===== src/rtl/color_dispatch_pkg.sv =====
// -----------------------------------------------------------------------------
// chronos package: task word layout shared by the colour dispatcher and the
// worker cores it feeds.
//   TQ_WIDTH      - width of one task word on the task stream and core bus
//   N_COLOR_CORES - default number of colour worker cores
//   task_t        - packed task word {args, ttype, object, ts}
// -----------------------------------------------------------------------------
package chronos;

    localparam int TQ_WIDTH      = 128;
    localparam int N_COLOR_CORES = 4;

    typedef struct packed {
        logic [63:0] args;
        logic [3:0]  ttype;
        logic [27:0] object;
        logic [31:0] ts;
    } task_t;

endpackage


===== src/rtl/color_dispatch_if.sv =====
// -----------------------------------------------------------------------------
// color_dispatch_if: task stream in, task broadcast and per-core start/ready/
// done strobes out. N_CORES must match the dispatcher it is bound to.
//   slave  - dispatcher view (consumes the stream, drives the cores)
//   master - environment view (produces the stream, models the cores)
// -----------------------------------------------------------------------------
interface color_dispatch_if #(
    parameter int N_CORES = chronos::N_COLOR_CORES
) ();

    logic [chronos::TQ_WIDTH-1:0] task_in_V_TDATA;
    logic                         task_in_V_TVALID;
    logic                         task_in_V_TREADY;
    logic [chronos::TQ_WIDTH-1:0] core_task;
    logic [N_CORES-1:0]           core_ap_start;
    logic [N_CORES-1:0]           core_ap_ready;
    logic [N_CORES-1:0]           core_ap_done;

    modport slave (
        input  task_in_V_TDATA, task_in_V_TVALID,
        output task_in_V_TREADY,
        output core_task, core_ap_start,
        input  core_ap_ready, core_ap_done
    );

    modport master (
        output task_in_V_TDATA, task_in_V_TVALID,
        input  task_in_V_TREADY,
        input  core_task, core_ap_start,
        output core_ap_ready, core_ap_done
    );

endinterface


===== src/rtl/color_dispatch_rr_arbiter.sv =====
// -----------------------------------------------------------------------------
// rr_arbiter: combinational round-robin pick.
//   req[N] - request vector
//   ptr    - highest-priority index this cycle
//   gnt[N] - one-hot grant: first requester at or after ptr, wrapping
//   any    - at least one request present
// -----------------------------------------------------------------------------
module rr_arbiter #(
    parameter int N  = 4,
    parameter int PW = (N > 1) ? $clog2(N) : 1
) (
    input  logic [N-1:0]  req,
    input  logic [PW-1:0] ptr,
    output logic [N-1:0]  gnt,
    output logic          any
);

    int w_best;
    int w_sel;

    // Pick the requester with the smallest wrapped distance from ptr.
    always_comb begin
        w_best = N;
        w_sel  = 0;
        for (int i = 0; i < N; i++) begin
            if (req[i] && (((i + N - int'(ptr)) % N) < w_best)) begin
                w_best = (i + N - int'(ptr)) % N;
                w_sel  = i;
            end
        end
    end

    always_comb begin
        gnt = '0;
        for (int i = 0; i < N; i++) begin
            gnt[i] = req[i] && (w_sel == i);
        end
    end

    assign any = |req;

endmodule


===== src/rtl/color_dispatch.sv =====
// -----------------------------------------------------------------------------
// color_dispatch: single-entry holding register that hands tasks from the
// input stream to N_CORES colour workers, one core per task, round-robin.
//   ap_clk, ap_rst_n  - clock, asynchronous active-low reset
//   bus (slave)       - task stream in, task broadcast + start/ready/done
//   drain             - stop accepting new tasks (held task still dispatches)
//   all_idle          - nothing held and no core busy
//   n_dispatched      - tasks handed to cores (wraps)
//   n_completed       - valid done strobes seen (wraps)
// -----------------------------------------------------------------------------
module color_dispatch
    import chronos::*;
#(
    parameter int N_CORES = N_COLOR_CORES
) (
    input  logic            ap_clk,
    input  logic            ap_rst_n,
    color_dispatch_if.slave bus,
    input  logic            drain,
    output logic            all_idle,
    output logic [31:0]     n_dispatched,
    output logic [31:0]     n_completed
);

    localparam int PTR_W = (N_CORES > 1) ? $clog2(N_CORES) : 1;

    typedef enum logic {
        S_EMPTY = 1'b0,
        S_HELD  = 1'b1
    } state_t;

    state_t              r_state;
    state_t              w_state_nxt;
    task_t               r_held_task;
    logic [N_CORES-1:0]  r_busy;
    logic [PTR_W-1:0]    r_rr_ptr;
    logic [31:0]         r_n_disp;
    logic [31:0]         r_n_comp;

    logic [N_CORES-1:0]  w_elig;
    logic [N_CORES-1:0]  w_req;
    logic [N_CORES-1:0]  w_gnt;
    logic [N_CORES-1:0]  w_done_vld;
    logic [PTR_W-1:0]    w_gnt_idx;
    logic [PTR_W-1:0]    w_rr_nxt;
    logic                w_fire;
    logic                w_tready;
    logic                w_accept;

    // Only a held task may request a core; an idle core is one that is not
    // tracking an outstanding task and reports ready.
    assign w_elig = ~r_busy & bus.core_ap_ready;
    assign w_req  = (r_state == S_HELD) ? w_elig : '0;

    rr_arbiter #(
        .N  (N_CORES),
        .PW (PTR_W)
    ) u_rr (
        .req (w_req),
        .ptr (r_rr_ptr),
        .gnt (w_gnt),
        .any (w_fire)
    );

    // The slot frees up in the same cycle it dispatches, so a new task can be
    // taken alongside a dispatch. Reset is folded in so TREADY is low while
    // ap_rst_n is asserted.
    assign w_tready   = ap_rst_n & ~drain & ((r_state == S_EMPTY) | w_fire);
    assign w_accept   = bus.task_in_V_TVALID & w_tready;
    // A done on a core we never started is spurious and ignored.
    assign w_done_vld = bus.core_ap_done & r_busy;

    always_comb begin
        w_gnt_idx = '0;
        for (int i = 0; i < N_CORES; i++) begin
            if (w_gnt[i]) w_gnt_idx = PTR_W'(i);
        end
    end

    assign w_rr_nxt = (w_gnt_idx == PTR_W'(N_CORES - 1)) ? '0 : w_gnt_idx + 1'b1;

    // ---------------- FSM: state register ----------------
    always_ff @(posedge ap_clk or negedge ap_rst_n) begin
        if (!ap_rst_n) r_state <= S_EMPTY;
        else           r_state <= w_state_nxt;
    end

    // ---------------- FSM: next state ----------------
    always_comb begin
        w_state_nxt = r_state;
        case (r_state)
            S_EMPTY: if (w_accept)            w_state_nxt = S_HELD;
            S_HELD:  if (w_fire && !w_accept) w_state_nxt = S_EMPTY;
            default:                          w_state_nxt = S_EMPTY;
        endcase
    end

    // ---------------- FSM: outputs ----------------
    always_comb begin
        bus.task_in_V_TREADY = w_tready;
        bus.core_ap_start    = w_gnt;
        bus.core_task        = r_held_task;
    end

    assign all_idle     = (r_state == S_EMPTY) && (r_busy == '0);
    assign n_dispatched = r_n_disp;
    assign n_completed  = r_n_comp;

    // ---------------- datapath ----------------
    always_ff @(posedge ap_clk or negedge ap_rst_n) begin
        if (!ap_rst_n) begin
            r_held_task <= '0;
            r_busy      <= '0;
            r_rr_ptr    <= '0;
            r_n_disp    <= '0;
            r_n_comp    <= '0;
        end else begin
            if (w_accept) r_held_task <= task_t'(bus.task_in_V_TDATA);
            // A granted core is never busy, so set and clear never collide.
            r_busy   <= (r_busy & ~w_done_vld) | w_gnt;
            r_n_comp <= r_n_comp + 32'($countones(w_done_vld));
            if (w_fire) begin
                r_rr_ptr <= w_rr_nxt;
                r_n_disp <= r_n_disp + 32'd1;
            end
        end
    end

endmodule


===== src/flat_wrapper.sv =====
// flat-port wrapper written by rule: the top's interface ports become plain ports
module color_dispatch_flat import chronos::*;
#(
    parameter int N_CORES = N_COLOR_CORES
)
  (ap_clk, ap_rst_n, drain, all_idle, n_dispatched, n_completed, bus_task_in_V_TDATA, bus_task_in_V_TVALID, bus_task_in_V_TREADY, bus_core_task, bus_core_ap_start, bus_core_ap_ready, bus_core_ap_done);
  color_dispatch_if #(.N_CORES(N_CORES)) bus_i ();
  input  logic ap_clk;
  input  logic ap_rst_n;
  input  logic drain;
  output logic all_idle;
  output logic [31:0] n_dispatched;
  output logic [31:0] n_completed;
  input wire logic [$bits(bus_i.task_in_V_TDATA)-1:0] bus_task_in_V_TDATA;
  input wire logic [$bits(bus_i.task_in_V_TVALID)-1:0] bus_task_in_V_TVALID;
  output wire logic [$bits(bus_i.task_in_V_TREADY)-1:0] bus_task_in_V_TREADY;
  output wire logic [$bits(bus_i.core_task)-1:0] bus_core_task;
  output wire logic [$bits(bus_i.core_ap_start)-1:0] bus_core_ap_start;
  input wire logic [$bits(bus_i.core_ap_ready)-1:0] bus_core_ap_ready;
  input wire logic [$bits(bus_i.core_ap_done)-1:0] bus_core_ap_done;
  assign bus_i.task_in_V_TDATA = bus_task_in_V_TDATA;
  assign bus_i.task_in_V_TVALID = bus_task_in_V_TVALID;
  assign bus_task_in_V_TREADY = bus_i.task_in_V_TREADY;
  assign bus_core_task = bus_i.core_task;
  assign bus_core_ap_start = bus_i.core_ap_start;
  assign bus_i.core_ap_ready = bus_core_ap_ready;
  assign bus_i.core_ap_done = bus_core_ap_done;
  color_dispatch #(.N_CORES(N_CORES)) u_core (.ap_clk(ap_clk), .ap_rst_n(ap_rst_n), .bus(bus_i), .drain(drain), .all_idle(all_idle), .n_dispatched(n_dispatched), .n_completed(n_completed));
endmodule

===== config.mk =====
export PLATFORM = sky130hd
export DESIGN_NAME = color_dispatch_flat
export DESIGN_NICKNAME = d
export VERILOG_FILES = /design/src/rtl/color_dispatch_pkg.sv /design/src/rtl/color_dispatch_if.sv /design/src/rtl/color_dispatch_rr_arbiter.sv /design/src/rtl/color_dispatch.sv /design/src/flat_wrapper.sv
export SDC_FILE = /design/constraint.sdc
export NUM_CORES = 1
export LEC_CHECK = 0
export ABC_AREA = 1
export CAP_MARGIN = 10
export CORE_UTILIZATION = 30
export CTS_BUF_LIST = sky130_fd_sc_hd__clkbuf_16
export DETAILED_ROUTE_END_ITERATION = 8
export PLACE_DENSITY = 0.59
export SETUP_SLACK_MARGIN = 0.3
export SYNTH_ARGS = -nofsm -noshare
export SYNTH_HDL_FRONTEND = slang
export SYNTH_SLANG_ARGS = --single-unit

===== constraint.sdc =====
create_clock -name ap_clk -period 3.5 [get_ports ap_clk]
set_input_delay 0.35 -clock ap_clk [delete_from_list [all_inputs] [get_ports ap_clk]]
set_output_delay 0.35 -clock ap_clk [all_outputs]
set_load 0.02 [all_outputs]

==> results.md, run 1 <==
* Vias in the first global route at 8200
* Ys async rst share at 100%
* Crit. End Element: output pin
* Sequential-to-total area share from yosys stat at 55.0%
* Min Tclk post-route at 3.10 ns
* Tcrit/Tclk final at 88.7%
* Total track usage at 18.0%
* Core Region at 29600 um2
* Synth Register Bits at 199
* CP Launch Type: flip-flop
* R2R setup slack at 0.61 ns
* Initial core utilization at 30.5%
* RSZ-0062 raised after global routing: true
* Leakage at 0.00635 uW
* Initial antenna violation count at 1
* Residual DRC at 0
* Post-DP Area at 12800 um2
* Share of the synthesized area in the top cell type at 55.0%
* Arrival @ worst endpoint at 2.75 ns
* DR WL/cell at 15.4 um
* DRT antenna net count at 0
* RR Startpoint: u_core.r_busy[1]
* Power per cell area at 700 nW/um2
* CP max-delay cell: dfrtp_2
* Total vias in the final route at 8206
* Initial drt markers at 481
* Final hold vios at 0
* I/O Buffers at 337
* Worst Reg-to-Reg Cells at 17
* Outcome: complete, no violations
* Post-Syn Nets at 1195
* Final Max Tran Viols at 0
* GP Congestion at 0.851
* Die area at 30900 um2
* CP peak stage delay at 0.45 ns
* Final number of setup-violating endpoints at 0
* Cell Chain, Critical Path: inv_2, nor2_2, nor2_2, nand2_1, o211ai_1, ha_1, nand3_2, nand3_2, buf_4, buf_4, buf_4, nand2_1, nand2_1, nand2_2, nand3_4, nand3_2, inv_2, buf_6
* Syn-to-layout area delta at 49.4%
* Placed wire-length estimate at 19700 um
* Cell taking the most area after synthesis: dfrtp_1
* Yosys warnings at 0
* Die X at 176 um
* Total CTS buffers at 17
* I/O pin total at 338
* Yosys cell types at 29
* Grt total ovfl at 0
* Reg2reg end: u_core.n_completed[19]
* CTS tree: built
* Commonest non-fill, non-tap cell in the layout: nand2_1
* Rel. slew slack at 56.2%
* Max Fanout on Critical Path at 6
* Clock Latency Late Sink at 0.43 ns
* WL final at 27500 um
* Total of max-cap violations at 0
* Min-Delay Path Class: input port to asynchronous set/reset pin
* Die H at 176 um
* H-Tree Depth at 4
* Post-synth EDFFs at 0
* Max Fclk at 322 MHz
* Cell count after synthesis at 1045
* Max rail drop VDD at 334 uV
* Mapped Avg Cell Area at 8.66 um2
* Worst-Margin Slew at 0.657 ns
* First-pass GRT wire length at 43600 um
* Crit Path Class: flip-flop to output pin
* Crit path required time at 3.15 ns
* Final Cell Area at 13500 um2
* Fin nets at 1533
* # rows at 63
* Top post-synthesis cells by area: dfrtp_1 (55%), nand2_1 (16%), nand3_1 (8.2%)
* CTS root buffer: clkbuf_16
* Maximum clock path buffer count at 2
* Ys flop type: dfrtp_1
* Most frequent cells in the layout: nand2_1 (380), clkdlybuf4s50_1 (331), dfrtp_1 (197)
* Largest net degree at the start of global routing at 87
* WHS at 0.322 ns
* Routed vias/inst at 4.59
* Drt first pass iters at 5
* Clock slew at reported path FFs at 0.08 ns
* Clock sink count at 199
* Layout cells sized above 1 at 6.88%
* Clock skew at 0.0106 ns
* Synth Cell Area at 9050 um2
==> layout make-up <==
cell class                      count  area [um2]
Sequential cell                   199        4980
Clock inverter                     14         161
Fill cell                        2926       16100
Inverter                           71         267
Multi-Input combinational cell    729        3560
Tap cell                          390         488
Clock buffer                       17         425
Timing Repair Buffer              365        3630
Antenna cell                        1        2.50
==> where the power goes <==
group | total [uW] | internal [uW] | leakage, uW | switching [uW]
clock network | 2040 | 1070 | 0.000284 | 971
registers | 3440 | 2980 | 0.00253 | 459
logic | 3980 | 1790 | 0.00354 | 2190
total | 9470 | 5850 | 0.00635 | 3620
==> logic make-up after synthesis <==
logic type	Yosys count	share of synthesized area, %
buffers and inverters	117	6.25
and+or+nand+nor	640	30.3
AOI/OAI and AO/OA	22	1.24
DFF	199	55.0
adders and majority gates	10	1.63
xor gates and xnor gates	57	5.52
==> worst max-delay path: cells and delay by family, from the launching register on <==
| family | cells | cell delay, ns |
|---|---|---|
| simple gates | 10 | 0.84 |
| buf+inv | 6 | 0.64 |
| flops | 1 | 0.45 |
| fa+ha+maj | 1 | 0.28 |
| compound gates | 1 | 0.11 |
==> flip-flops by register name (all words and copies together) (netlist names) <==
register and count:
u_core.n_dispatched 32, u_core.r_busy 4, u_core.r_state 1, u_core.bus.core_task 128
u_core.n_completed 32, u_core.r_rr_ptr 2
==> worst max-delay path by stage <==
stage                         startpoint                     end  slack (ns)  depth (start not counted)
floorplan               u_core.r_busy[0]  u_core.n_completed[19]        0.74                         16
global placement    bus_core_ap_ready[0]    bus_core_ap_start[0]       -0.03                         18
detailed placement  bus_core_ap_ready[0]    bus_core_ap_start[0]       -0.08                         18
CTS                   u_core.r_rr_ptr[1]    bus_core_ap_start[1]        0.30                         18
global route          u_core.r_rr_ptr[1]    bus_core_ap_start[0]        0.20                         18
finish                u_core.r_rr_ptr[1]    bus_core_ap_start[0]        0.40                         18
==> synthesized netlist by cell type, types with 2 or more instances <==
cell type	instances
nand2_1	383
dfrtp_1	199
nand3_1	149
inv_1	70
xor2_1	43
nor2_1	38
nor3_1	37
o21ai_0	19
clkbuf_1	17
xnor2_1	14
buf_6	12
buf_2	11
nand4_1	11
ha_1	7
buf_4	6
nor2_2	6
nor4_1	6
fa_1	3
a21oi_1	2
nand2_2	2
nor3b_1	2
==> metrics by stage <==
stage | worst slack, ns | cells | util, % | setup TNS (ns) | total power (uW)
6_report | 0.397 | 1786 | 45.6 | 0 | 9470
5_1_grt | 0.199 | 1785 | 45.6 | 0 | 10100
3_3_place_gp | -0.0320 | 1743 | 43.2 | -0.0320 | 7310
3_5_place_dp | -0.0795 | 1743 | 43.2 | -0.127 | 7360
2_1_floorplan | 0.735 | 1045 | - | 0 | 5330
4_1_cts | 0.302 | 1781 | 45.4 | 0 | 9540
==> routing by layer <==
| layer | up-vias | global-route usage, % | wire, um |
|---|---|---|---|
| met1 | 3908 | 21.8 | 11400 |
| met5 | - | 0 | 0 |
| li1 | 4005 | - | - |
| met3 | 26 | 6.75 | 2540 |
| met2 | 267 | 29.2 | 13000 |
| met4 | 0 | 6.20 | 497 |
==> repair_timing <==
| action | in CTS | in global routing |
|---|---|---|
| cloned | 0 | 0 |
| hold endpoints to repair | 13 | 0 |
| setup endpoints to repair | 4 | 6 |
| hold buffers | 1 | 0 |
| gates resized for setup | 20 | 20 |
| pin swaps | 2 | 7 |
| setup buffers | 6 | 4 |
No activity file was read; power rests on OpenSTA's default activity.
==> inputs of run 2 (changes only) <==
--- a/config.mk
+++ b/config.mk
@@ -9,6 +9,7 @@
 export CAP_MARGIN = 10
 export CORE_UTILIZATION = 30
 export CTS_BUF_LIST = sky130_fd_sc_hd__clkbuf_16
+export CTS_CLUSTER_SIZE = 30
 export DETAILED_ROUTE_END_ITERATION = 8
 export PLACE_DENSITY = 0.59
 export SETUP_SLACK_MARGIN = 0.3
==> results of run 2 <==
The final DEF is identical to that of run 1; final timing and power are the same.
